## config.mk

```make
export PLATFORM = sky130hd
export DESIGN_NAME = uart_rx_param_flat
export DESIGN_NICKNAME = d
export VERILOG_FILES = /design/src/rtl/uart_rx_param_if.sv /design/src/rtl/uart_rx_param.sv /design/src/flat_wrapper.sv
export SDC_FILE = /design/constraint.sdc
export NUM_CORES = 1
export LEC_CHECK = 0
export CAP_MARGIN = 20
export CORE_MARGIN = 2
export CORE_UTILIZATION = 52
export CTS_CLUSTER_DIAMETER = 50
export DETAILED_ROUTE_END_ITERATION = 8
export PLACE_DENSITY = 0.75
export SLEW_MARGIN = 40
export SYNTH_ARGS = -nofsm -noshare
export SYNTH_HDL_FRONTEND = slang
export SYNTH_SLANG_ARGS = --single-unit
```

## constraint.sdc

```tcl
create_clock -name clk -period 1.9 [get_ports clk]
set_input_delay 0.285 -clock clk [delete_from_list [all_inputs] [get_ports clk]]
set_output_delay 0.285 -clock clk [all_outputs]
set_load 0.02 [all_outputs]
```

## src/rtl/uart_rx_param_if.sv

```systemverilog
// rtl/uart_rx_param_if.sv - received-word handshake bundle between the UART receiver and its consumer
interface uart_rx_param_if #(
    parameter int DATA_BITS = 8
) ();
    logic [DATA_BITS-1:0] data;
    logic                 data_valid;
    logic                 data_ready;
    logic                 parity_err;
    logic                 frame_err;
    logic                 overrun;

    modport master (
        output data,
        output data_valid,
        output parity_err,
        output frame_err,
        output overrun,
        input  data_ready
    );

    modport slave (
        input  data,
        input  data_valid,
        input  parity_err,
        input  frame_err,
        input  overrun,
        output data_ready
    );
endinterface

```

## src/rtl/uart_rx_param.sv

```systemverilog
// rtl/uart_rx_param.sv - parametrised UART receiver with mid-bit sampling, error tagging and overrun detect
module uart_rx_param #(
    parameter int CLKS_PER_BIT = 2083,
    parameter int DATA_BITS    = 8,
    parameter int PARITY       = 0,
    parameter int STOP_BITS    = 1
) (
    input  logic            clk,
    input  logic            rst_n,
    input  logic            uart_data,
    output logic            busy,
    uart_rx_param_if.master rx
);
    localparam int CW = $clog2(CLKS_PER_BIT);
    localparam int IW = $clog2(DATA_BITS + 1);

    localparam logic [CW-1:0] HALF_LOAD = CW'(CLKS_PER_BIT / 2 - 1);
    localparam logic [CW-1:0] FULL_LOAD = CW'(CLKS_PER_BIT - 1);
    localparam logic [IW-1:0] LAST_DATA = IW'(DATA_BITS - 1);
    localparam logic [IW-1:0] LAST_STOP = IW'(STOP_BITS - 1);

    localparam logic [2:0] S_IDLE   = 3'd0;
    localparam logic [2:0] S_START  = 3'd1;
    localparam logic [2:0] S_DATA   = 3'd2;
    localparam logic [2:0] S_PARITY = 3'd3;
    localparam logic [2:0] S_STOP   = 3'd4;

    logic                 sync1_q, sync2_q, prev_q;
    logic [2:0]           state_q, state_d;
    logic [CW-1:0]        cnt_q, cnt_d;
    logic [IW-1:0]        idx_q, idx_d;
    logic [DATA_BITS-1:0] shift_q, shift_d;
    logic                 pend_perr_q, pend_perr_d;
    logic                 pend_ferr_q, pend_ferr_d;
    logic                 done_q, done_d;
    logic [DATA_BITS-1:0] data_q, data_d;
    logic                 valid_q, valid_d;
    logic                 perr_q, perr_d;
    logic                 ferr_q, ferr_d;
    logic                 ovr_q, ovr_d;

    logic fall, tick, sample, calc_par, accept;

    assign sample   = sync2_q;
    assign fall     = prev_q & ~sync2_q;
    assign tick     = (cnt_q == '0);
    assign calc_par = (PARITY == 1) ? ~(^shift_q) : (^shift_q);
    assign accept   = valid_q & rx.data_ready;

    always_comb begin
        state_d     = state_q;
        cnt_d       = cnt_q;
        idx_d       = idx_q;
        shift_d     = shift_q;
        pend_perr_d = pend_perr_q;
        pend_ferr_d = pend_ferr_q;
        done_d      = 1'b0;

        if (state_q == S_IDLE) begin
            if (fall) begin
                state_d     = S_START;
                cnt_d       = HALF_LOAD;
                idx_d       = '0;
                pend_perr_d = 1'b0;
                pend_ferr_d = 1'b0;
            end
        end else if (!tick) begin
            cnt_d = cnt_q - 1'b1;
        end else begin
            cnt_d = FULL_LOAD;
            case (state_q)
                S_START: state_d = sample ? S_IDLE : S_DATA;
                S_DATA: begin
                    shift_d = {sample, shift_q[DATA_BITS-1:1]};
                    if (idx_q == LAST_DATA) begin
                        idx_d   = '0;
                        state_d = (PARITY != 0) ? S_PARITY : S_STOP;
                    end else begin
                        idx_d = idx_q + 1'b1;
                    end
                end
                S_PARITY: begin
                    pend_perr_d = sample ^ calc_par;
                    state_d     = S_STOP;
                end
                S_STOP: begin
                    pend_ferr_d = pend_ferr_q | ~sample;
                    // Leave mid stop bit so the next start edge is never missed.
                    if (idx_q == LAST_STOP) begin
                        idx_d   = '0;
                        state_d = S_IDLE;
                        done_d  = 1'b1;
                    end else begin
                        idx_d = idx_q + 1'b1;
                    end
                end
                default: state_d = S_IDLE;
            endcase
        end
    end

    always_comb begin
        data_d  = data_q;
        valid_d = valid_q;
        perr_d  = perr_q;
        ferr_d  = ferr_q;
        ovr_d   = ovr_q;

        if (accept) begin
            valid_d = 1'b0;
            ovr_d   = 1'b0;
        end
        // A completing frame replaces the held word only if that word is gone or leaving now.
        if (done_q) begin
            if (!valid_q || accept) begin
                data_d  = shift_q;
                perr_d  = pend_perr_q;
                ferr_d  = pend_ferr_q;
                valid_d = 1'b1;
            end else begin
                ovr_d = 1'b1;
            end
        end
    end

    always_ff @(posedge clk or negedge rst_n) begin
        if (!rst_n) begin
            sync1_q     <= 1'b1;
            sync2_q     <= 1'b1;
            prev_q      <= 1'b1;
            state_q     <= S_IDLE;
            cnt_q       <= '0;
            idx_q       <= '0;
            shift_q     <= '0;
            pend_perr_q <= 1'b0;
            pend_ferr_q <= 1'b0;
            done_q      <= 1'b0;
            data_q      <= '0;
            valid_q     <= 1'b0;
            perr_q      <= 1'b0;
            ferr_q      <= 1'b0;
            ovr_q       <= 1'b0;
        end else begin
            sync1_q     <= uart_data;
            sync2_q     <= sync1_q;
            prev_q      <= sync2_q;
            state_q     <= state_d;
            cnt_q       <= cnt_d;
            idx_q       <= idx_d;
            shift_q     <= shift_d;
            pend_perr_q <= pend_perr_d;
            pend_ferr_q <= pend_ferr_d;
            done_q      <= done_d;
            data_q      <= data_d;
            valid_q     <= valid_d;
            perr_q      <= perr_d;
            ferr_q      <= ferr_d;
            ovr_q       <= ovr_d;
        end
    end

    assign busy          = (state_q != S_IDLE);
    assign rx.data       = data_q;
    assign rx.data_valid = valid_q;
    assign rx.parity_err = perr_q;
    assign rx.frame_err  = ferr_q;
    assign rx.overrun    = ovr_q;
endmodule

```

## src/flat_wrapper.sv

```systemverilog
// flat-port wrapper written by rule: the top's interface ports become plain ports
module uart_rx_param_flat 
#(
    parameter int CLKS_PER_BIT = 2083,
    parameter int DATA_BITS    = 8,
    parameter int PARITY       = 0,
    parameter int STOP_BITS    = 1
)
  (clk, rst_n, uart_data, busy, rx_data, rx_data_valid, rx_parity_err, rx_frame_err, rx_overrun, rx_data_ready);
  uart_rx_param_if #(.DATA_BITS(DATA_BITS)) rx_i ();
  input  logic clk;
  input  logic rst_n;
  input  logic uart_data;
  output logic busy;
  output wire logic [$bits(rx_i.data)-1:0] rx_data;
  output wire logic [$bits(rx_i.data_valid)-1:0] rx_data_valid;
  output wire logic [$bits(rx_i.parity_err)-1:0] rx_parity_err;
  output wire logic [$bits(rx_i.frame_err)-1:0] rx_frame_err;
  output wire logic [$bits(rx_i.overrun)-1:0] rx_overrun;
  input wire logic [$bits(rx_i.data_ready)-1:0] rx_data_ready;
  assign rx_data = rx_i.data;
  assign rx_data_valid = rx_i.data_valid;
  assign rx_parity_err = rx_i.parity_err;
  assign rx_frame_err = rx_i.frame_err;
  assign rx_overrun = rx_i.overrun;
  assign rx_i.data_ready = rx_data_ready;
  uart_rx_param #(.CLKS_PER_BIT(CLKS_PER_BIT), .DATA_BITS(DATA_BITS), .PARITY(PARITY), .STOP_BITS(STOP_BITS)) u_core (.clk(clk), .rst_n(rst_n), .uart_data(uart_data), .busy(busy), .rx(rx_i));
endmodule
```

-- Word-level counts from Yosys, hierarchy flattened
Cells that the tools add are included.
W data, S select, Z words.
- bits of input ports: 4
- output and inout port bits: 13
- register bits: 45
- word-level logic and storage cells: 81
- reduce and logical (&&, ||, !) cells: 17
- add/sub/neg operators: 2
- mux-type cells: 33
- bitwise logic cells: 6
- eq/ne operators: 8
- operators by type and width (operator ; number):
    $mux W12 ; 3
    $mux W4 ; 5
    $mux W1 ; 17
    $mux W3 ; 5
    $logic_not A12 Y1 ; 1
    $pmux W3 S4 ; 1
    $reduce_and A3 Y1 ; 4
    $sub A12 B1 Y12 const B ; 1
    $pmux W4 S2 ; 1
    $reduce_xor A8 Y1 ; 1
    $eq A3 B2 Y1 const B ; 2
    $ne A3 B1 Y1 const B ; 2
    $reduce_bool A2 Y1 ; 3
    $reduce_bool A3 Y1 ; 2
    $add A4 B1 Y4 const B ; 1
    $eq A4 B3 Y1 const B ; 1
    $logic_not A4 Y1 ; 1
    $reduce_and A4 Y1 ; 1
    $eq A3 B1 Y1 const B ; 1
    $eq A3 B3 Y1 const B ; 1
    $logic_not A3 Y1 ; 1
    $and A1 B1 Y1 ; 2
    $mux W2 ; 1
    $ne A2 B1 Y1 const B ; 1
    other kinds (6) ; 7

-- Logic depth before layout (Yosys ltp)
Gate-level depths: netlist of the first run.
- word-level depth: 5
- depth in mapped cells: 7
- mapped depth without buffers: 7

-- Least setup slack after synthesis of the first run
Ideal clock, no wire load.
- path kind: register to register
- start point: reg u_core.cnt_q[0]
- end point: reg u_core.pend_perr_q
- buffers on the path: 0
- stages on the path, launching flop included: 8
- path slack: -0.237 ns
- data required time: 1.772 ns
- arrival: 2.010 ns
- period minus slack after synthesis: 2.137 ns
- path through: dfrtp_1 -> inv_1 -> ha_1 -> or4b_1 -> nor4_4 -> nor2_1 -> a211oi_2 -> mux2_1
- word-level cells in the longest chain between the ends: 3
- RTL lines (item ; line ; text):
    from (decl) ; uart_rx_param.sv:30 ; logic [CW-1:0] cnt_q, cnt_d;
    from (signal assigned) ; uart_rx_param.sv:148 ; cnt_q <= cnt_d;
    $logic_not A12 Y1 ; uart_rx_param.sv:46 ; assign tick = (cnt_q == '0);
    $reduce_bool A2 Y1 (no source line) ; -- ;
    $reduce_and A3 Y1 (no source line) ; -- ;
    to (signal assigned) ; uart_rx_param.sv:151 ; pend_perr_q <= pend_perr_d;
    to (decl) ; uart_rx_param.sv:33 ; logic pend_perr_q, pend_perr_d;
No other way between the ends.
A chain may end at the register's enable or synchronous reset.

-- Final worst setup path of the first run
- start point: reg u_core.cnt_q[1]
- end point: reg u_core.pend_perr_q
Same word-level chain as after synthesis.

==> results.tsv, run 1 <==
metric	value	unit
Final min period	2.04	ns
Clock Skew	0.0138	ns
Avg Synthesized Cell Area	11.1	um2
clk root buf	clkbuf_8	
switching pwr	1.13	mW
Max Slew Vio Count	0	
Min-Delay Path Class	input pin to async pin	
worst-case clock buffer depth	2	
CP Max Fanout	5	
proportion of power drawn by flip-flops and latches	41.7	%
CTS tree	done	
GRT Max-Usage Layer	met2	
final setup TNS	-1.24	ns
first-pass GRT wire length	7700	um
compound-cell area share of the yosys netlist	12.3	%
# IOs	17	
share of the synthesized area in the top cell type	48.2	%
# diodes	0	
outcome	finished with violations	
grt met3 use	6.17	%
Post-route DRC	0	
RR Startpoint	u_core.cnt_q[1]	
DRT Wirelength	4740	um
violated checks	negative setup slack	
Synth area leaders	dfrtp_1, mux2_2, dfstp_2	
All-Layer GR Usage	22.5	%
Synth-to-Final Area Change	29.0	%
# rows	23	
vias in the first global route	1720	
Hold Fails Final Rpt	0	
worst slew pin tran	0.558	ns
fin nets	253	
PwrDens	1110	nW/um2
largest net degree at the start of global routing	46	
vias	1660	
share of cells above drive strength 1	36.2	%
area leader, netlist	dfrtp_1	
main combinational cell family by area after synthesis	simple AND/OR/NAND/NOR gates	
H-tree level count	2	
die width	68.7	um
Post-synth top flop	dfrtp_1	
Vias/cell	5.61	
HPWL after DPL	3170	um
clock network fraction of total power	19.4	%
YS warnings	0	
Cell Area, Synth	2180	um2
Multi-input gate area	1110	um2
Wirelength per Cell	16.0	um
Cell variety after synth	45	
Final period util	107	%
FF/Latch Area	1130	um2
Async S/R FF share, synth	100	%
Initial Util	54.1	%
starting DRC count in detailed routing	161	
relative slew slack	62.8	%
Seq/Total Area, Yosys	51.9	%
input/output buffers	16	
Sink Count	45	
synthesis-stage register bit count	45	
Worst setup EP type	flop	
cell-internal power	2.00	mW
CORE AREA	4030	um2
final setup violation count	16	
PnR Total Power	3.13	mW
Post-synth EDFFs	0	
initial antenna violation count	0	
WP data required	2.09	ns
Initial DRT Pass Iterations	4	
Die Y	68.7	um
GPL Wtd Cong	0.881	
GRT met2 Usage	36.8	%
sw frac	36.2	%
final setup margin	-0.137	ns
Post-Synth XOR/XNOR Area	3.45	%
Hold Buf Count CTS	0	
most common cell after layout, fill and taps aside	dfrtp_1	
clock-pin slew on the worst setup and hold paths	0.09	ns
Clk Latency, worst-skew pair	0.31	ns
crit path from	u_core.cnt_q[1]	
mux cell area share after synthesis	10.3	%
Setup CP Type	flop to flop	
P_leak	1.29	nW
met1 usage	27.2	%
max_cap viols	0	
crit path DAT	2.23	ns
Comb pwr share	39.0	%
most frequent cells in the layout	dfrtp_1, buf_4, nand2_1	
Synth Area in Adders	2.30	%
Post-Syn Instances	196	
Peak Freq	491	MHz
GRT Residual Overflow	0	
total CTS buffers	5	
post-route ant nets	0	
fillers	288	
die area	4720	um2
Synth Area in Simple Gates	17.3	%
RSZ-0062 raised after global routing	yes	
crit start category	flop	
Worst VDD drop	0.000654	V
Mapped Nets	204	
## layout make-up
cell class	count	share of cell area, %
clock buffer	5	2.45
clock inverter	3	0.890
inverter	9	1.20
multi-input combinational	139	39.4
sequential	45	40.2
tap	50	2.23
timing repair buffer	45	13.6
## critical path, cell delays in order (launching register included)
cell and delay (ns):
dfrtp_1 0.38, inv_1 0.08, ha_1 0.13, or4b_4 0.51
nor4_4 0.22, nor2_2 0.07, a211oi_2 0.21, mux2_4 0.33
## state kept, by name, summed over array words and instances, names as in the netlist, 3 cells and up
| signal | cells |
|---|---|
| u_core.cnt_q | 12 |
| u_core.idx_q | 4 |
| u_core.rx.data | 8 |
| u_core.shift_q | 8 |
| u_core.state_q | 3 |
## cells by family after synthesis
| kind of cell | after synthesis |
|---|---|
| buf+inv | 12 |
| compound gates | 42 |
| flops | 45 |
| mux | 20 |
| simple gates | 66 |
| fa+ha+maj | 4 |
| xor+xnor | 7 |
## power groups by stage
stage	clock network, mW	registers [mW]	logic (mW)
final	0.606	1.30	1.22
after global routing	0.674	1.33	1.35
after CTS	0.617	1.29	1.06
after detailed placement	0	1.31	0.995
after global placement	0	1.30	0.940
after floorplan	0	1.33	0.590
## routing by layer
metal  part of all wire [%]  wire length (um)  up-vias
met3                    3.3               155        6
li1                       -                 -      798
met1                     44              2080      823
met4                   0.97                46        0
met2                     52              2460       33
met5                      0                 0        -
## per-stage QoR
step	std cells	worst slack [ns]	util (%)	instance area [um2]	hold WS [ns]
2_1_floorplan	196	-0.164	-	2180	-0.0106
5_1_grt	296	-0.200	69.8	2810	0.0840
3_5_place_dp	282	-0.216	63.4	2550	0.349
6_report	296	-0.137	69.8	2810	0.0474
3_3_place_gp	282	-0.132	63.4	2550	0.348
4_1_cts	291	-0.184	66.5	2680	0.0631
## synthesized netlist by cell type (2+ instances only)
cell and n:
xor2_1 2, or2_2 2, a22o_1 3, o21a_1 2
o31ai_1 2, and3_1 2, o211ai_1 2, nor3_1 3
nand2_1 19, nor2_1 16, o22ai_1 2, a21oi_1 8
ha_1 4, or4b_1 2, nand3b_1 3, mux2_1 4
mux2_2 15, nor3b_1 2, dfstp_2 3, xnor2_1 4
o41ai_1 2, o21ai_1 4, nand3_1 3, o21ai_0 13
nand2b_1 4, inv_1 8, or3_1 2, or4_4 2
dfrtp_1 42
## final timing paths
check,cells past startpoint,slack (ns),endpoint
setup reg to reg,7,-0.14,u_core.pend_perr_q
setup / recovery,7,-0.14,u_core.pend_perr_q
hold reg to reg,0,0.36,u_core.sample
min in group clk,0,0.36,u_core.sample
hold / removal,2,0.05,u_core.rx.parity_err
max in group asynchronous,2,1.46,u_core.sample
## timing repair
action / CTS / global route
endpoints found under the hold margin: 0 / 0
pin swaps: 4 / 15
setup buffers: 1 / 5
gates cloned: 0 / 0
setup endpoints to repair: 22 / 26
gates resized for setup: 8 / 25
(Power assumes the default switching activity.)
==> inputs of run 2 (changes only) <==
--- a/config.mk
+++ b/config.mk
@@ -5,12 +5,12 @@
 export SDC_FILE = /design/constraint.sdc
 export NUM_CORES = 1
 export LEC_CHECK = 0
-export CAP_MARGIN = 20
+export CAP_MARGIN = 10
 export CORE_MARGIN = 2
 export CORE_UTILIZATION = 52
 export CTS_CLUSTER_DIAMETER = 50
 export DETAILED_ROUTE_END_ITERATION = 8
-export PLACE_DENSITY = 0.75
+export PLACE_DENSITY = 0.79
 export SLEW_MARGIN = 40
 export SYNTH_ARGS = -nofsm -noshare
 export SYNTH_HDL_FRONTEND = slang
==> run 2 against run 1 <==
The run still ends with negative setup slack left. Flip-flop and latch count unchanged. Sequential power barely moved. Register-to-register slack worse by 0.04 ns. Via count increased by 2.7%. Total power up 4.7%. Critical path depth is 3 higher. Sequential share of layout area fell by 1.9 points. Setup slack lost 0.042 ns. Core utilization rose by 3.4 points. Clock power hardly changed. Die area is the same. Clock-buffer cell count unchanged. Critical path type unchanged. Largest power group is now combinational logic.
==> results.tsv, run 2 (synthesis results as in run 1) <==
metric	value	unit	change
CTS tree	done		unchanged
proportion of power drawn by flip-flops and latches	39.4	%	was 41.7%
fin nets	262		was 253
relative slew slack	70.2	%	was 62.8%
most common cell after layout, fill and taps aside	dfrtp_1		unchanged
post-route ant nets	0		unchanged
clk root buf	clkbuf_8		unchanged
Wirelength per Cell	16.8	um	was 16.0 um
worst slew pin tran	0.446	ns	was 0.558 ns
Vias/cell	5.59		was 5.61
Layout Cells excl Fill	305		was 296
input/output buffers	16		unchanged
starting DRC count in detailed routing	126		was 161
Peak Freq	481	MHz	was 491 MHz
initial antenna violation count	0		unchanged
dpl cells	287		was 282
most frequent cells in the layout	dfrtp_1, buf_4, nand2_1		unchanged
switching pwr	1.19	mW	was 1.13 mW
Fin Hold WS	0.360	ns	was 0.0474 ns
Max Slew Vio Count	0		unchanged
Clock Skew	0.00530	ns	was 0.0138 ns
vias in the first global route	1676		was 1720
H-tree level count	2		unchanged
DRT Wirelength	5120	um	was 4740 um
share of cells above drive strength 1	40.0	%	was 36.2%
final setup violation count	23		was 16
die area	4720	um2	unchanged
Clk Latency, worst-skew pair	0.30	ns	was 0.31 ns
Top reg by flops	u_core.cnt_q		unchanged
RSZ-0062 raised after global routing	yes		unchanged
FF/Latch Area	1130	um2	unchanged
final instance area	2950	um2	was 2810 um2
GRT Residual Overflow	0		unchanged
# rows	23		unchanged
Worst setup EP type	flop		unchanged
CORE AREA	4030	um2	unchanged
Comb pwr share	42.2	%	was 39.0%
final setup margin	-0.180	ns	was -0.137 ns
violated checks	negative setup slack		unchanged
# IOs	17		unchanged
die width	68.7	um	unchanged
Initial DRT Pass Iterations	4		unchanged
Worst VDD drop	0.000732	V	was 0.000654 V
Sink Count	45		unchanged
worst-case clock buffer depth	2		unchanged
total CTS buffers	5		unchanged
cell-internal power	2.09	mW	was 2.00 mW
clock network fraction of total power	18.4	%	was 19.4%
Min-Delay Path Class	flop to flop		was input pin to async pin
max_cap viols	0		unchanged
Die Y	68.7	um	unchanged
largest net degree at the start of global routing	19		was 46
Post-route DRC	0		unchanged
GPL Wtd Cong	0.892		was 0.881
clock-pin slew on the worst setup and hold paths	0.09	ns	about the same
vias	1705		was 1660
crit path DAT	2.27	ns	was 2.23 ns
fillers	272		was 288
WP data required	2.09	ns	about the same
All-Layer GR Usage	24.6	%	was 22.5%
max reg flops	12		unchanged
PwrDens	1110	nW/um2	about the same
crit start category	flop		unchanged
CP Max Fanout	6		was 5
sw frac	36.2	%	about the same
Initial Util	54.1	%	unchanged
first-pass GRT wire length	8270	um	was 7700 um
Final period util	109	%	was 107%
outcome	finished with violations		unchanged
P_leak	1.36	nW	was 1.29 nW
HPWL after DPL	3240	um	was 3170 um
Synth-to-Final Area Change	35.3	%	was 29.0%
Placed Area	2590	um2	was 2550 um2
Final min period	2.08	ns	was 2.04 ns
# diodes	0		unchanged
Multi-input gate area	1140	um2	was 1110 um2
Hold Fails Final Rpt	0		unchanged
Setup CP Type	flop to flop		unchanged
run 2: cell types whose count changed in the layout (fill, tap and decap cells not counted), moves of 2 or more:
cell,delta
buf_6,+4
o21ai_0,-3
o21ai_1,+3
buf_4,+2
nor2_4,+2
nor3_2,-2
run 2: power by group through the flow:
| stage | clock, mW | sequential [mW] | combinational [mW] |
|---|---|---|---|
| after detailed placement | 0 | 1.30 | 1.06 |
| final | 0.603 | 1.29 | 1.38 |
| after global placement | 0 | 1.30 | 1.03 |
| after floorplan | 0 | 1.33 | 0.590 |
| after CTS | 0.611 | 1.29 | 1.24 |
| after global routing | 0.653 | 1.32 | 1.50 |
run 2: critical path, cell delays in order (launching register included):
cell and delay (ns):
dfrtp_1 0.39, inv_2 0.08, ha_4 0.12, or4b_4 0.50, buf_12 0.16, buf_8 0.11, o31ai_4 0.21, buf_6 0.17
a21oi_2 0.04, o21ai_1 0.12, o31ai_1 0.08
run 2: final cells by class:
type / instances / area share [%]
clock buffers: 5 / 2.33
multi-input cells: 139 / 38.8
clock inverters: 3 / 0.722
well taps: 50 / 2.12
inverters: 9 / 1.15
repair buffers: 54 / 16.6
flip-flops and latches: 45 / 38.3
run 2: timing repair:
action	CTS	global route
hold buffers	1	0
hold endpoints to repair	14	0
gates resized for setup	35	16
pin swaps	15	8
setup endpoints to repair	24	27
setup buffers	7	3
run 2: path summary, 6_finish.rpt:
check	startpoint	cells after the start	end	slack, ns
max in group asynchronous	rst_n	3	u_core.sync1_q	0.84
worst min register to register	u_core.sync1_q	0	u_core.sample	0.36
min in group asynchronous	rst_n	2	u_core.rx.data[0]	0.46
worst min-delay path	u_core.sync1_q	0	u_core.sample	0.36
worst max-delay path	u_core.cnt_q[1]	10	u_core.cnt_q[6]	-0.18
worst max register to register	u_core.cnt_q[1]	10	u_core.cnt_q[6]	-0.18
run 2: per-layer routing:
| layer | up-vias | share of wire (%) | track usage (%) | routed length [um] |
|---|---|---|---|---|
| li1 | 812 | - | - | - |
| met1 | 819 | 43 | 32.0 | 2210 |
| met2 | 58 | 50 | 40.7 | 2540 |
| met3 | 16 | 4.6 | 5.68 | 237 |
| met4 | 0 | 2.6 | 8.09 | 132 |
| met5 | - | 0 | 0 | 0 |
run 2: stage by stage:
step | total power, mW | util, % | setup TNS [ns] | setup slack [ns]
floorplan | 1.92 | - | -0.896 | -0.164
global placement | 2.32 | 64.3 | -1.47 | -0.139
detailed placement | 2.36 | 64.3 | -2.65 | -0.197
CTS | 3.14 | 71.1 | -2.56 | -0.184
global route | 3.47 | 73.2 | -4.10 | -0.233
finish | 3.28 | 73.2 | -2.37 | -0.180
